[src/rtl/cfg_pkg.sv]
// rtl/cfg_pkg.sv - shared state encoding and constant helpers for the config chain
package cfg_pkg;

  typedef enum logic {
    IDLE  = 1'b0,
    SHIFT = 1'b1
  } state_t;

  function automatic int clog2(input int value);
    int r;
    r = 0;
    while ((1 << r) < value) r++;
    return r;
  endfunction

endpackage

[src/rtl/cfg_word_counter.sv]
// rtl/cfg_word_counter.sv - saturating session word counter
module cfg_word_counter
  import cfg_pkg::*;
#(
  parameter int MAX = 5,
  localparam int W = clog2(MAX + 1)
) (
  input  logic         prog_clk,
  input  logic         prog_rst,
  input  logic         clear,
  input  logic         inc,
  output logic [W-1:0] count
);

  // Clearing and counting in the same cycle yields 1, so the first word of a session is counted.
  logic [W-1:0] base;
  assign base = clear ? '0 : count;

  always_ff @(posedge prog_clk) begin
    if (prog_rst) begin
      count <= '0;
    end else if (inc && base != W'(MAX)) begin
      count <= base + W'(1);
    end else begin
      count <= base;
    end
  end

endmodule

[src/rtl/config_chain.sv]
// rtl/config_chain.sv - shift-loaded configuration chain with counted commit and readback
module config_chain
  import cfg_pkg::*;
#(
  parameter int SIZE  = 1000,
  parameter int WIDTH = 1
) (
  input  logic             prog_clk,
  input  logic             prog_rst,
  input  logic             prog_en,
  input  logic [WIDTH-1:0] prog_in,
  input  logic             readback,
  output logic [WIDTH-1:0] prog_out,
  output logic [SIZE-1:0]  control,
  output logic             commit_done,
  output logic             cfg_err
);

  localparam int WORDS = SIZE / WIDTH;
  localparam int CW    = clog2(WORDS + 2);

  state_t            state_q, state_d;
  logic              mode_q;
  logic [SIZE-1:0]   prog_control;
  logic [CW-1:0]     count;
  logic              rb_mode;
  logic [WIDTH-1:0]  d;
  logic              session_end;
  logic              load_ok;
  logic              load_bad;

  assign prog_out = prog_control[SIZE-1 -: WIDTH];

  // The first shift of a session already obeys the incoming mode, before it is latched.
  assign rb_mode     = (state_q == IDLE) ? readback : mode_q;
  assign d           = rb_mode ? prog_out : prog_in;
  assign session_end = (state_q == SHIFT) && !prog_en;
  assign load_ok     = session_end && !mode_q && (count == CW'(WORDS));
  assign load_bad    = session_end && !mode_q && (count != CW'(WORDS));

  cfg_word_counter #(
    .MAX (WORDS + 1)
  ) u_counter (
    .prog_clk (prog_clk),
    .prog_rst (prog_rst),
    .clear    (state_q == IDLE),
    .inc      (prog_en),
    .count    (count)
  );

  always_comb begin
    state_d = state_q;
    case (state_q)
      IDLE:    if (prog_en) state_d = SHIFT;
      SHIFT:   if (!prog_en) state_d = IDLE;
      default: state_d = IDLE;
    endcase
  end

  always_ff @(posedge prog_clk) begin
    if (prog_rst) begin
      state_q      <= IDLE;
      mode_q       <= 1'b0;
      prog_control <= '0;
      control      <= '0;
      commit_done  <= 1'b0;
      cfg_err      <= 1'b0;
    end else begin
      state_q     <= state_d;
      commit_done <= load_ok;
      if (prog_en) begin
        prog_control <= {prog_control[SIZE-WIDTH-1:0], d};
      end
      if (state_q == IDLE && prog_en) begin
        mode_q  <= readback;
        cfg_err <= 1'b0;
      end
      if (load_ok) begin
        control <= prog_control;
      end
      if (load_bad) begin
        cfg_err <= 1'b1;
      end
    end
  end

endmodule

[config.mk]
export PLATFORM = sky130hd
export DESIGN_NAME = config_chain
export DESIGN_NICKNAME = d
export VERILOG_FILES = /design/src/rtl/cfg_pkg.sv /design/src/rtl/cfg_word_counter.sv /design/src/rtl/config_chain.sv
export SDC_FILE = /design/constraint.sdc
export NUM_CORES = 2
export LEC_CHECK = 0
export CORE_AREA = 3 3 396 398
export DETAILED_ROUTE_END_ITERATION = 16
export DIE_AREA = 0 0 399 401
export PLACE_DENSITY_LB_ADDON = 0.15
export SYNTH_ARGS = -nofsm -noshare
export SYNTH_HDL_FRONTEND = slang
export SYNTH_SLANG_ARGS = --single-unit
[constraint.sdc]
create_clock -name prog_clk -period 2.21 [get_ports prog_clk]
set_input_delay 0.221 -clock prog_clk [delete_from_list [all_inputs] [get_ports prog_clk]]
set_output_delay 0.221 -clock prog_clk [all_outputs]
set_load 0.02 [all_outputs]
* After elaboration in Yosys (flattened, before gate mapping)
Index checks and enable logic that the tools add are counted.
Widths: inputs -> output; s select.
** Storage, ports and cells
- Register bits after elaboration :: 2014
- Word-level logic and storage cells :: 28
** Cells by class
- Muxes and demuxes :: 7
- Equality and inequality tests :: 3
- Reduce and logical (&&, ||, !) cells :: 9
- Add/subtract/negate cells :: 1
- Bitwise gates (word level) :: 1
** Operators with widths (count)
- $mux 10 :: 2
- $ne 10x10->1 const B :: 2
- $add 10x1->10 const B :: 1
- $eq 10x10->1 const B :: 1
- $logic_and 1x1->1 :: 6
- $mux 1 :: 5
- $logic_not 1->1 :: 2
- $reduce_bool 2->1 :: 1
- $not 1->1 :: 1

* Logic depth before layout (Yosys ltp)
- Word-level depth :: 5
- Mapped depth :: 8
- Gate-level depth less buffers :: 6

* Cells and area by module
A second synthesis with hierarchy kept.
** Second synthesis, totals
- Cells, all modules :: 7635
- Area total of the unflattened synthesis :: 81040.2 um^2
** Modules (own cells, without submodules)
- config_chain :: cells each 7577, instances 1, area an instance 80511.0 um^2
- cfg_word_counter :: cells each 58, instances 1, area an instance 529.3 um^2

* Worst setup path after synthesis
No wires, ideal clock.
- Path type :: register -> register
- From :: register u_counter.count[2]
- To :: register control[0]
- Data required time :: 2138 ps
- Cell stages (with the launch flop) :: 8
- Data arrival time :: 1759 ps
- Period minus slack after synthesis :: 1830 ps
- Path buffers :: 4
- Slack :: 380 ps
- Cells stage by stage :: dfxtp_1 nor4bb_1 and4b_1 buf_2 buf_12 buf_12 buf_12 mux2i_1
** Between the ends
- Word-level cells in the longest chain between the ends :: 2
** RTL lines
- from (decl) :: RTL line cfg_word_counter.sv:12 : output logic [W-1:0] count
- from (signal assigned) :: RTL line cfg_word_counter.sv:23 : count <= base + W'(1);
- from (signal assigned) :: RTL line cfg_word_counter.sv:25 : count <= base;
- $eq 10x10->1 :: RTL line config_chain.sv:38 : assign load_ok = session_end && !mode_q && (count == CW'(WORDS));
- $logic_and 1x1->1 :: RTL line config_chain.sv:38
- to (signal assigned) :: RTL line config_chain.sv:79 : control <= prog_control;
- to (decl) :: RTL line config_chain.sv:14 : output logic [SIZE-1:0] control,
No other way between the ends.
A chain may end at the register's enable or synchronous reset.

* Final worst setup path
- From :: register control[907]
- To :: output control[907]
No word-level cell between the ends.

==> impl_results.md <==
- RSZ-0062 raised after global routing: no
- Max-slew headroom: 0.2909
- Post CTS Setup Buffer Count: 0
- Fillcell total: 12,170
- DRC viols: 0
- Die ar.: 0.1600 sq mm
- Crit-path leading delay family: buffers and inverters
- DR vias: 53,700
- Syn. warnings: 0
- Critical path type: flop to primary output
- Most frequent cells in the layout: dfxtp_1 (2,013), mux2i_1 (2,006), nand2b_1 (2,005)
- 1st-iter DRT viols: 2,947
- PortBufs: 1,007
- Seq/Total Area, Yosys: 0.4985
- DRT Wirelength: 200,900 um
- Syn Inst Count: 7,640
- DP Wirelength: 142,600 um
- Largest family of logic cells by synthesized area: multiplexers
- Top_reg_cell synth: dfxtp_1
- Count of final hold-check violations: 0
- Final setup violation count: 0
- H-tree level count: 4
- First-pass GRT wire length: 308,000 um
- Mapped cell area: 0.08088 sq mm
- R2r startpoint: u_counter.count[2]$_SDFF_PP0_
- Starting density of the core: 0.5263
- CTS Buf Count: 203
- GRT Overall Usage: 0.2422
- CTS Sinks: 2,014
- Worst-margin pin slew: 1.064 ns
- Yosys cell types: 33
- TritonCTS clock tree: yes
- Core footprint: 0.1537 sq mm
- Hold Crit Start: prog_in
- Pins Over Slew Limit: 0
- CP Max Fanout: 2
- Final Critical Period: 2.149 ns
- R2R depth: 6
- Area delta synth->final: 22.59%
- Max Clk Rate: 465.4 MHz
- Final #Nets: 8,487
- Final period util: 0.9723
- Share of layout cells above drive strength 1: 0.05964
- R2r endpoint: control[612]$_SDFFE_PP0P_
- Row cnt: 144
- Synth Area in Compound Gates: 0.001160
- Synth Area in Simple Gates: 0.2038
- Root Buffer: clkbuf_16
- Die X: 399 um
- Worst IR Drop VDD: 0.6941 mV
- P_leak: 35.98 nW
- Number of synthesized flops with an enable pin: 0
- Max Cap Violations: 0
- Startpoint types: flop
- Worst EP arrival: 1.93 ns
- PD cells: 744.6 mW/mm^2
- Commonest non-fill, non-tap cell in the layout: dfxtp_1
- Place WS: 0.09254 ns
- Synth Area in Adders: 0.0001547
- Crit. Startpoint: control[907]$_SDFFE_PP0P_
- Highest cell delay on the worst timing path: 0.67 ns
- Syn nets: 7,646
- Hold Path Sink: prog_control[0]$_SDFFE_PP0P_
- Vias in the first global route: 52,840
- CP Data Required Time: 1.99 ns
- Worst reg2reg setup slack: 0.11 ns
- Clock Path Buffers: 3
- Total grt overflow: 0
- Avg Cell Area, Syn: 10.59 sq um
- Via density: 5.028
- Die H: 401 um
- Clk_lat worst skew: 0.81 ns
- Worst path buffer plus inverter count: 1
- Setup TNS: 0 ns
- Initial antenna violation count: 4
- Drt wl/cell: 18.80 um
- Synthesized flop and latch total: 2,014
- First drt pass iteration count: 6
- Crit path cell chain: clkdlybuf4s50_1
- Largest net degree at the start of global routing: 119
- Worst Skew: 0.04788 ns
- WHS Path Cells: 3
- Ys async rst share: 0
- Synth Area in XOR/XNOR: 0
- Final worst slack: 0.06126 ns
- Routability cong.: 0.8293
- Post-synthesis mux area share: 0.2485
- Status: finished clean
- Crit-path slowest cell: clkdlybuf4s50_1
- Crit. End Element: primary output
- Final ANT Viol Nets: 0
- Boundary Pins: 1,008
- Hold crit path type: input pin to flop
- Worst-path clk slew: 0.06 ns
-- per-stage QoR --
stage / instances / util / hold slack, ns / total power [mW] / instance area (sq um)
after global placement: 10320 / 0.6002 / 0.4577 / 39.42 / 92250
after CTS: 10680 / 0.6451 / 0.05722 / 74.59 / 99140
final: 10680 / 0.6452 / 0.1350 / 73.84 / 99160
after floorplan: 7640 / - / 0.3682 / 38.97 / 80880
after global routing: 10680 / 0.6452 / 0.1259 / 76.19 / 99150
after detailed placement: 10320 / 0.6002 / 0.4603 / 39.43 / 92250
-- routing by layer --
| metal | global-route usage | routed length (um) | up-vias |
|---|---|---|---|
| li1 | - | - | 26640 |
| met1 | 0.3061 | 86560 | 25640 |
| met2 | 0.3998 | 94520 | 1097 |
| met3 | 0.05072 | 11020 | 324 |
| met4 | 0.1031 | 8739 | 2 |
| met5 | 0 | 13 | - |
-- worst register-to-register path, stage by stage (launching register included) --
cell and delay, ns:
dfxtp_1 0.35, nor4bb_1 0.40, and4b_4 0.38, buf_12 0.17
buf_12 0.22, buf_12 0.24, mux2i_1 0.26
-- power by group --
group / switching, mW / internal, mW
Clock: 14.3 / 20.9
Combinational: 1.19 / 1.11
Sequential: 0.00539 / 36.3
-- cells in the mapped netlist, types with 4 or more instances --
cell	n	share of area
a21oi_1	5	0.00031
buf_1	4	0.00019
buf_12	100	0.025
buf_2	71	0.0044
buf_4	10	0.00093
clkbuf_1	375	0.017
dfxtp_1	2014	0.50
inv_1	4	0.00019
mux2i_1	2006	0.25
nand2_1	8	0.00037
nand2b_1	2005	0.16
nand3_1	4	0.00025
nor2_1	1006	0.047
nor2b_1	4	0.00031
nor4_1	4	0.00031
-- area by class of cell --
class | instances | area, sq um | share of cell area
repair buffers | 1196 | 12620 | 0.1273
well taps | 2044 | 2557 | 0.02579
diodes | 2 | 5.005 | 0.00005047
multi-input cells | 5062 | 36700 | 0.3701
clock buffers | 301 | 6105 | 0.06157
inverters | 4 | 15.01 | 0.0001514
flip-flops and latches | 2014 | 40320 | 0.4066
clock inverters | 58 | 832.0 | 0.008391
-- cell families (layout without fill, tap and decap cells) --
| group | count (synthesis) | count (layout) |
|---|---|---|
| and+or+nand+nor | 3039 | 3039 |
| other | 0 | 2 |
| AOI/OAI and AO/OA | 14 | 14 |
| muxes | 2008 | 2008 |
| buffers and inverters | 564 | 1559 |
| DFF | 2014 | 2014 |
| adders and majority gates | 1 | 1 |
-- sequential cells by signal, summed over array words and instances, names as in the netlist --
name	count
mode_q	1
prog_control	1000
state_q	1
cfg_err	1
commit_done	1
control	1000
u_counter.count	10
-- worst max path at each step --
| stage | to | slack (ns) | depth (start not counted) |
|---|---|---|---|
| 2_1_floorplan | control[0]$_SDFFE_PP0P_ | 0.38 | 7 |
| 3_3_place_gp | control[598]$_SDFFE_PP0P_ | 0.13 | 7 |
| 3_5_place_dp | control[573]$_SDFFE_PP0P_ | 0.09 | 7 |
| 4_1_cts | control[855] | 0.001 | 1 |
| 5_1_grt | control[443] | 0.00002 | 1 |
| 6_report | control[907] | 0.06 | 1 |
-- repair_timing --
action / in CTS / in global routing
resized for setup: 51 / 4
hold buffers: 2 / 0
hold endpoints to repair: 29 / 0
setup endpoints to repair: 51 / 4
Note: power is estimated with default switching activity, not from simulation.
